## src/rtl/e15_proc_param.sv

```systemverilog
// E15 processor core: parametrised registers/width/program depth, loadable program memory,
// fetch/execute multicycle FSM. Optional carry flag and jc/jnc enabled by E15_CARRY_FLAG_EN.
module e15_proc_param #(
    parameter  int DATA_W  = 4,
    parameter  int NREG    = 4,
    parameter  int PC_W    = 4,
    parameter  int CNT_W   = 16,
    localparam int REG_AW  = $clog2(NREG),
    localparam int INSTR_W = 4 + 2 * REG_AW + DATA_W
) (
    input  logic               clk,
    input  logic               rst_n,
    input  logic               start,
    input  logic               prog_we,
    input  logic [PC_W-1:0]    prog_addr,
    input  logic [INSTR_W-1:0] prog_wdata,
    input  logic [REG_AW-1:0]  dbg_sel,
    output logic [DATA_W-1:0]  dbg_data,
    output logic [PC_W-1:0]    pc_o,
    output logic               z_o,
    output logic               c_o,
    output logic               halted,
    output logic               retire,
    output logic [CNT_W-1:0]   retired_cnt
);

    localparam logic [1:0] ST_HALT  = 2'd0;
    localparam logic [1:0] ST_FETCH = 2'd1;
    localparam logic [1:0] ST_EXEC  = 2'd2;

    localparam logic [3:0] OP_JMP  = 4'b0000;
    localparam logic [3:0] OP_HALT = 4'b0001;
    localparam logic [3:0] OP_JZ   = 4'b0010;
    localparam logic [3:0] OP_JNZ  = 4'b0011;
    localparam logic [3:0] OP_JC   = 4'b0100;
    localparam logic [3:0] OP_JNC  = 4'b0101;
    localparam logic [3:0] OP_MOV  = 4'b1000;
    localparam logic [3:0] OP_MOVI = 4'b1001;
    localparam logic [3:0] OP_ADD  = 4'b1010;
    localparam logic [3:0] OP_ADDI = 4'b1011;
    localparam logic [3:0] OP_SUB  = 4'b1100;
    localparam logic [3:0] OP_SUBI = 4'b1101;
    localparam logic [3:0] OP_CMP  = 4'b1110;
    localparam logic [3:0] OP_CMPI = 4'b1111;

    // With the carry flag the adder carries one extra bit holding carry-out / borrow.
`ifdef E15_CARRY_FLAG_EN
    localparam int ARITH_W = DATA_W + 1;
`else
    localparam int ARITH_W = DATA_W;
`endif

    logic [1:0]         r_state;
    logic [INSTR_W-1:0] r_mem [2**PC_W];
    logic [INSTR_W-1:0] r_ir;
    logic [PC_W-1:0]    r_pc;
    logic [DATA_W-1:0]  r_regs [NREG];
    logic               r_z;
    logic               r_retire;
    logic [CNT_W-1:0]   r_cnt;
`ifdef E15_CARRY_FLAG_EN
    logic               r_c;
    logic               w_carry;
`endif

    logic [3:0]         w_op;
    logic [REG_AW-1:0]  w_src;
    logic [REG_AW-1:0]  w_dst;
    logic [DATA_W-1:0]  w_imm;
    logic [DATA_W-1:0]  w_src_val;
    logic [DATA_W-1:0]  w_dst_val;
    logic [DATA_W-1:0]  w_opb;
    logic [ARITH_W-1:0] w_sum;
    logic [ARITH_W-1:0] w_diff;
    logic [DATA_W-1:0]  w_res;
    logic               w_wr_en;
    logic               w_flag_en;
    logic               w_take;
    logic               w_halt_op;
    logic [PC_W-1:0]    w_pc_inc;
    logic [PC_W-1:0]    w_pc_jmp;

    assign w_op      = r_ir[INSTR_W-1 -: 4];
    assign w_src     = r_ir[DATA_W + REG_AW +: REG_AW];
    assign w_dst     = r_ir[DATA_W +: REG_AW];
    assign w_imm     = r_ir[DATA_W-1:0];
    assign w_src_val = r_regs[w_src];
    assign w_dst_val = r_regs[w_dst];

    // Bit 0 of an ALU opcode selects the immediate form.
    assign w_opb  = w_op[0] ? w_imm : w_src_val;
    assign w_sum  = ARITH_W'(w_dst_val) + ARITH_W'(w_opb);
    assign w_diff = ARITH_W'(w_dst_val) - ARITH_W'(w_opb);

    assign w_pc_inc = r_pc + PC_W'(1);
    assign w_pc_jmp = r_pc + PC_W'(w_imm);

    always_comb begin
        w_res     = w_sum[DATA_W-1:0];
        w_wr_en   = 1'b0;
        w_flag_en = 1'b0;
        w_take    = 1'b0;
        w_halt_op = 1'b0;
`ifdef E15_CARRY_FLAG_EN
        w_carry   = 1'b0;
`endif
        case (w_op)
            OP_JMP:  w_take = 1'b1;
            OP_HALT: w_halt_op = 1'b1;
            OP_JZ:   w_take = r_z;
            OP_JNZ:  w_take = ~r_z;
`ifdef E15_CARRY_FLAG_EN
            OP_JC:   w_take = r_c;
            OP_JNC:  w_take = ~r_c;
`endif
            OP_MOV: begin
                w_res   = w_src_val;
                w_wr_en = 1'b1;
            end
            OP_MOVI: begin
                w_res   = w_imm;
                w_wr_en = 1'b1;
            end
            OP_ADD, OP_ADDI: begin
                w_res     = w_sum[DATA_W-1:0];
                w_wr_en   = 1'b1;
                w_flag_en = 1'b1;
`ifdef E15_CARRY_FLAG_EN
                w_carry   = w_sum[DATA_W];
`endif
            end
            OP_SUB, OP_SUBI, OP_CMP, OP_CMPI: begin
                w_res     = w_diff[DATA_W-1:0];
                w_wr_en   = ~w_op[1];
                w_flag_en = 1'b1;
`ifdef E15_CARRY_FLAG_EN
                w_carry   = ~w_diff[DATA_W];
`endif
            end
            default: ;
        endcase
    end

    // Program memory has no reset; loads are accepted only while the core is halted.
    always_ff @(posedge clk) begin
        if (prog_we && (r_state == ST_HALT)) begin
            r_mem[prog_addr] <= prog_wdata;
        end
    end

    always_ff @(posedge clk or negedge rst_n) begin
        if (!rst_n) begin
            r_state  <= ST_HALT;
            r_ir     <= '0;
            r_pc     <= '0;
            r_z      <= 1'b0;
            r_retire <= 1'b0;
            r_cnt    <= '0;
`ifdef E15_CARRY_FLAG_EN
            r_c      <= 1'b0;
`endif
            for (int i = 0; i < NREG; i++) begin
                r_regs[i] <= '0;
            end
        end else begin
            r_retire <= 1'b0;
            case (r_state)
                ST_HALT: begin
                    if (start) begin
                        r_state <= ST_FETCH;
                    end
                end
                ST_FETCH: begin
                    r_ir    <= r_mem[r_pc];
                    r_state <= ST_EXEC;
                end
                ST_EXEC: begin
                    r_retire <= 1'b1;
                    r_cnt    <= r_cnt + CNT_W'(1);
                    r_pc     <= w_take ? w_pc_jmp : w_pc_inc;
                    if (w_wr_en) begin
                        r_regs[w_dst] <= w_res;
                    end
                    if (w_flag_en) begin
                        r_z <= (w_res == '0);
`ifdef E15_CARRY_FLAG_EN
                        r_c <= w_carry;
`endif
                    end
                    r_state <= w_halt_op ? ST_HALT : ST_FETCH;
                end
                default: r_state <= ST_HALT;
            endcase
        end
    end

    assign dbg_data    = r_regs[dbg_sel];
    assign pc_o        = r_pc;
    assign z_o         = r_z;
    assign halted      = (r_state == ST_HALT);
    assign retire      = r_retire;
    assign retired_cnt = r_cnt;
`ifdef E15_CARRY_FLAG_EN
    assign c_o         = r_c;
`else
    assign c_o         = 1'b0;
`endif

endmodule
```

## config.mk

```make
export PLATFORM = sky130hd
export DESIGN_NAME = e15_proc_param
export DESIGN_NICKNAME = d
export VERILOG_FILES = /design/src/rtl/e15_proc_param.sv
export SDC_FILE = /design/constraint.sdc
export NUM_CORES = 1
export LEC_CHECK = 0
export CAP_MARGIN = 20
export CORE_MARGIN = 1
export CORE_UTILIZATION = 41
export DETAILED_ROUTE_END_ITERATION = 10
export SLEW_MARGIN = 20
export SYNTH_ARGS = -nofsm -noshare
export SYNTH_HDL_FRONTEND = slang
export SYNTH_SLANG_ARGS = --single-unit
```

## constraint.sdc

```tcl
create_clock -name clk -period 3.6 [get_ports clk]
set_input_delay 0.72 -clock clk [delete_from_list [all_inputs] [get_ports clk]]
set_output_delay 0.72 -clock clk [all_outputs]
set_load 0.01 [all_outputs]
```

==> impl_metrics.json <==
{
  "drt.antenna.violating_nets": 0,
  "rsz_0062_raised_after_global_routing": "false",
  "clock_path_buffers": 3,
  "count_of_buffers_inserted_at_the_top_level_ports": 48,
  "dieHeight_um": 159,
  "cell_at_the_root_of_the_clock_tree": "sky130_fd_sc_hd__clkbuf_16",
  "synth-edff-count": 192,
  "post_synth_main_area_contributors": "sky130_fd_sc_hd__edfxtp_1 (57%), sky130_fd_sc_hd__mux4_2 (14%), sky130_fd_sc_hd__dfrtp_1 (13%)",
  "timing.critical_path.cells": "mux4_2, mux2i_1, ha_1, a21oi_1, ha_1, a21o_1, a21oi_1, xnor2_1, xnor2_1, nand2_1, xnor2_2, a21oi_1",
  "cellInternalPower_mw": 6.62,
  "detail_route.drc_violations": 0,
  "category_of_the_most_critical_setup_path": "flop to flop",
  "switching_power_mw": 3.03,
  "reg2reg_to": "r_regs[11]$_DFFE_PN0P_",
  "initial_antenna_violation_count": 0,
  "combinationalPowerShare": 0.355,
  "syn-instance-count": 524,
  "max_freq_mhz": 302,
  "tritoncts_num_sinks": 244,
  "worst_pin_slew_ns": 0.870,
  "crit_fanout": 6,
  "initialDrtViolationCount": 323,
  "global_route.usage.met2": 0.271,
  "floorplan.initialDensity": 0.417,
  "worst_ep_arrival_time_ns": 3.69,
  "grt_most_used_layer": "met2",
  "grtUsageMet1": 0.237,
  "cpMostUsedCell": "sky130_fd_sc_hd__a21oi_1",
  "seqPwrFrac": 0.384,
  "filler_cell_count": 2029,
  "min_period_ns": 3.32,
  "multi_input_comb_area_sq_um": 2930,
  "grt_util_all_layers": 0.168,
  "synthesis.area_per_instance_sq_um": 19.4,
  "dieArea_sq_um": 25400,
  "firstDrtPassIters": 5,
  "asyncSetResetFlopFracSynth": 0.213,
  "worst_r2r_startpoint": "r_ir[6]$_DFFE_PN0N_",
  "critical_path.startpoint": "r_ir[6]$_DFFE_PN0N_",
  "fp.coreArea_sq_um": 24300,
  "clk-insertion-delay-late_ns": 0.53,
  "syn_nets": 556,
  "power_frac_clock": 0.261,
  "yosys_warnings": 0,
  "fp-row-count": 57,
  "whs_ns": 0.311,
  "power.ir.vdd_worst_uv": 418,
  "synth.cell_area_sq_um": 10100,
  "outcome": "complete, no violations",
  "setup_viol_count_final": 0,
  "yosysUniqueCellTypes": 41,
  "met3_global_route_usage": 0.0258,
  "hpwlAfterDp_um": 13600,
  "sw_frac_of_total": 0.314,
  "required_ns": 3.98,
  "postLayoutSetupSlackWorst_ns": 0.284,
  "timing.max_cap.violations": 0,
  "num-nets-final": 642,
  "global_route_wire_length_before_repair_um": 32200,
  "grt_max_degree": 41,
  "total_leakage_power_nw": 4.19,
  "r2r.worst_path.cells": 12,
  "timing.critical_path.slowest_cell_delay_ns": 0.51,
  "areaGrowthSynthToFinish_pct": 18.2,
  "routed_wire_length_per_instance_um": 21.4,
  "via_count_of_the_first_global_routing_pass": 5432,
  "worstHoldPathType": "input port to async pin",
  "finalWeightedCongestion": 0.869,
  "cts.htree.levels": 1,
  "critical_path.endpoint_type": "flop",
  "cts_tree": "done",
  "synthFlopType": "sky130_fd_sc_hd__edfxtp_1",
  "pre_cts_slack_ns": 0.163,
  "register_area_sq_um": 7070,
  "relSlewSlack": 0.420,
  "synth_top_cells_by_count": "sky130_fd_sc_hd__edfxtp_1 (192), sky130_fd_sc_hd__mux4_2 (61), sky130_fd_sc_hd__dfrtp_1 (52)",
  "most_frequent_cell_after_synthesis": "sky130_fd_sc_hd__edfxtp_1",
  "cellPowerDensity_nw_per_um2": 804,
  "finClkSkew_ns": 0.0141,
  "postRouteWirelength_um": 20400,
  "final_sum_of_negative_setup_slack_ns": 0,
  "io_pins": 50,
  "final.period_utilization": 0.921,
  "die_width_um": 159,
  "overflow": 0,
  "vias": 5188,
  "setup.worst_path.end": "r_regs[11]$_DFFE_PN0P_",
  "synth_largest_area_cell": "sky130_fd_sc_hd__edfxtp_1",
  "worst_setup_path_start_kind": "flop",
  "worst_path_max_delay_cell": "sky130_fd_sc_hd__mux4_2",
  "drive_above_1_share": 0.251,
  "detail_route.vias_per_cell": 5.44,
  "ys_seq_elements": 244,
  "cts.clk_slew.worst_paths_ns": 0.06,
  "antenna_cells_inserted": 0,
  "synth_top_area_frac": 0.568,
  "timing_hold_violations_final": 0,
  "final_slew_violations": 0,
  "part_of_the_yosys_area_used_for_sequential_elements": 0.697,
  "reg2reg_setup_slack_ns": 0.28,
  "numCtsBuffers": 26
}
## power groups by stage
stage          combinational (mW)  clock [mW]  sequential (mW)
3_5_place_dp                 3.40           0             3.77
4_1_cts                      3.41        2.58             3.71
2_1_floorplan                2.61           0             3.58
3_3_place_gp                 3.33           0             3.75
5_1_grt                      3.77        2.68             3.76
6_report                     3.43        2.51             3.70
## worst min path at each step
stage | start | to | slack (ns) | cells after the start
after floorplan | rst_n | pc_o[0]$_DFFE_PN0P_ | 0.42 | 0
after global placement | r_state[0]$_DFFE_PN0P_ | r_state[0]$_DFFE_PN0P_ | 0.45 | 1
after detailed placement | r_state[0]$_DFFE_PN0P_ | r_state[0]$_DFFE_PN0P_ | 0.47 | 1
after CTS | rst_n | r_regs[12]$_DFFE_PN0P_ | 0.33 | 1
after global routing | rst_n | r_regs[12]$_DFFE_PN0P_ | 0.37 | 1
final | rst_n | r_regs[12]$_DFFE_PN0P_ | 0.31 | 1
## placed cells by master (no fill, tap or decap), drive strengths merged, types with 2 or more instances in the layout
cell	count
buf	34
bufinv	2
dfrtp	52
clkinv	9
and3	3
clkbuf	36
fa	2
xor2	4
nor3	7
edfxtp	192
nand4	6
nand3	8
nor3b	2
nand2	18
ha	8
nor2	25
a21o	2
xnor2	20
nand2b	3
nor2b	5
clkdlybuf4s50	47
o21ai	12
or3	4
mux2i	7
mux2	25
inv	9
nand4b	2
and4	2
a21oi	7
mux4	71
## routing by layer
layer / vias to the layer above / wire length (um)
met5: - / 0
li1: 2280 / -
met3: 39 / 989
met2: 156 / 9960
met1: 2713 / 8970
met4: 0 / 520
## stage by stage
step,instances,area (sq um),utilization,power [mW]
2_1_floorplan,524,10100,-,6.19
3_3_place_gp,906,11200,0.459,7.07
3_5_place_dp,906,11200,0.459,7.16
4_1_cts,953,12000,0.493,9.70
5_1_grt,953,12000,0.493,10.2
6_report,953,12000,0.493,9.64
## flip-flops by register name, summed over array words and instances, names as in the netlist
name / flops
pc_o: 4
retired_cnt: 16
z_o: 1
retire: 1
r_regs: 16
r_mem: 192
r_state: 2
r_ir: 12
## cell type report
class | instances | share of cell area
tap | 324 | 0.0338
timing repair buffer | 81 | 0.0614
inverter | 9 | 0.00282
sequential | 244 | 0.590
multi-input combinational | 248 | 0.244
clock inverter | 11 | 0.0104
clock buffer | 36 | 0.0574
## worst max-delay path: cells and delay by family, from the launching register on
family,cells,cell delay (ns)
AOI/OAI and AO/OA,4,0.68
xor gates and xnor gates,3,0.56
adders and majority gates,2,0.58
DFF,1,0.44
muxes,2,0.79
and+or+nand+nor,1,0.13
## kinds of logic after synthesis
group	Yosys count	synth area share
AOI/OAI and AO/OA	23	0.0125
xor gates and xnor gates	24	0.0207
adders and majority gates	10	0.0138
buffers and inverters	32	0.0169
DFF	244	0.697
muxes	103	0.196
other	1	0.000370
and+or+nand+nor	87	0.0426
## repair_timing
action                     in CTS  in global routing
hold endpoints to repair        0                  0
hold buffers                    0                  0
buffers inserted                0                  0
resized for setup               0                  2
setup endpoints to repair       0                  4
(Power assumes the default switching activity.)
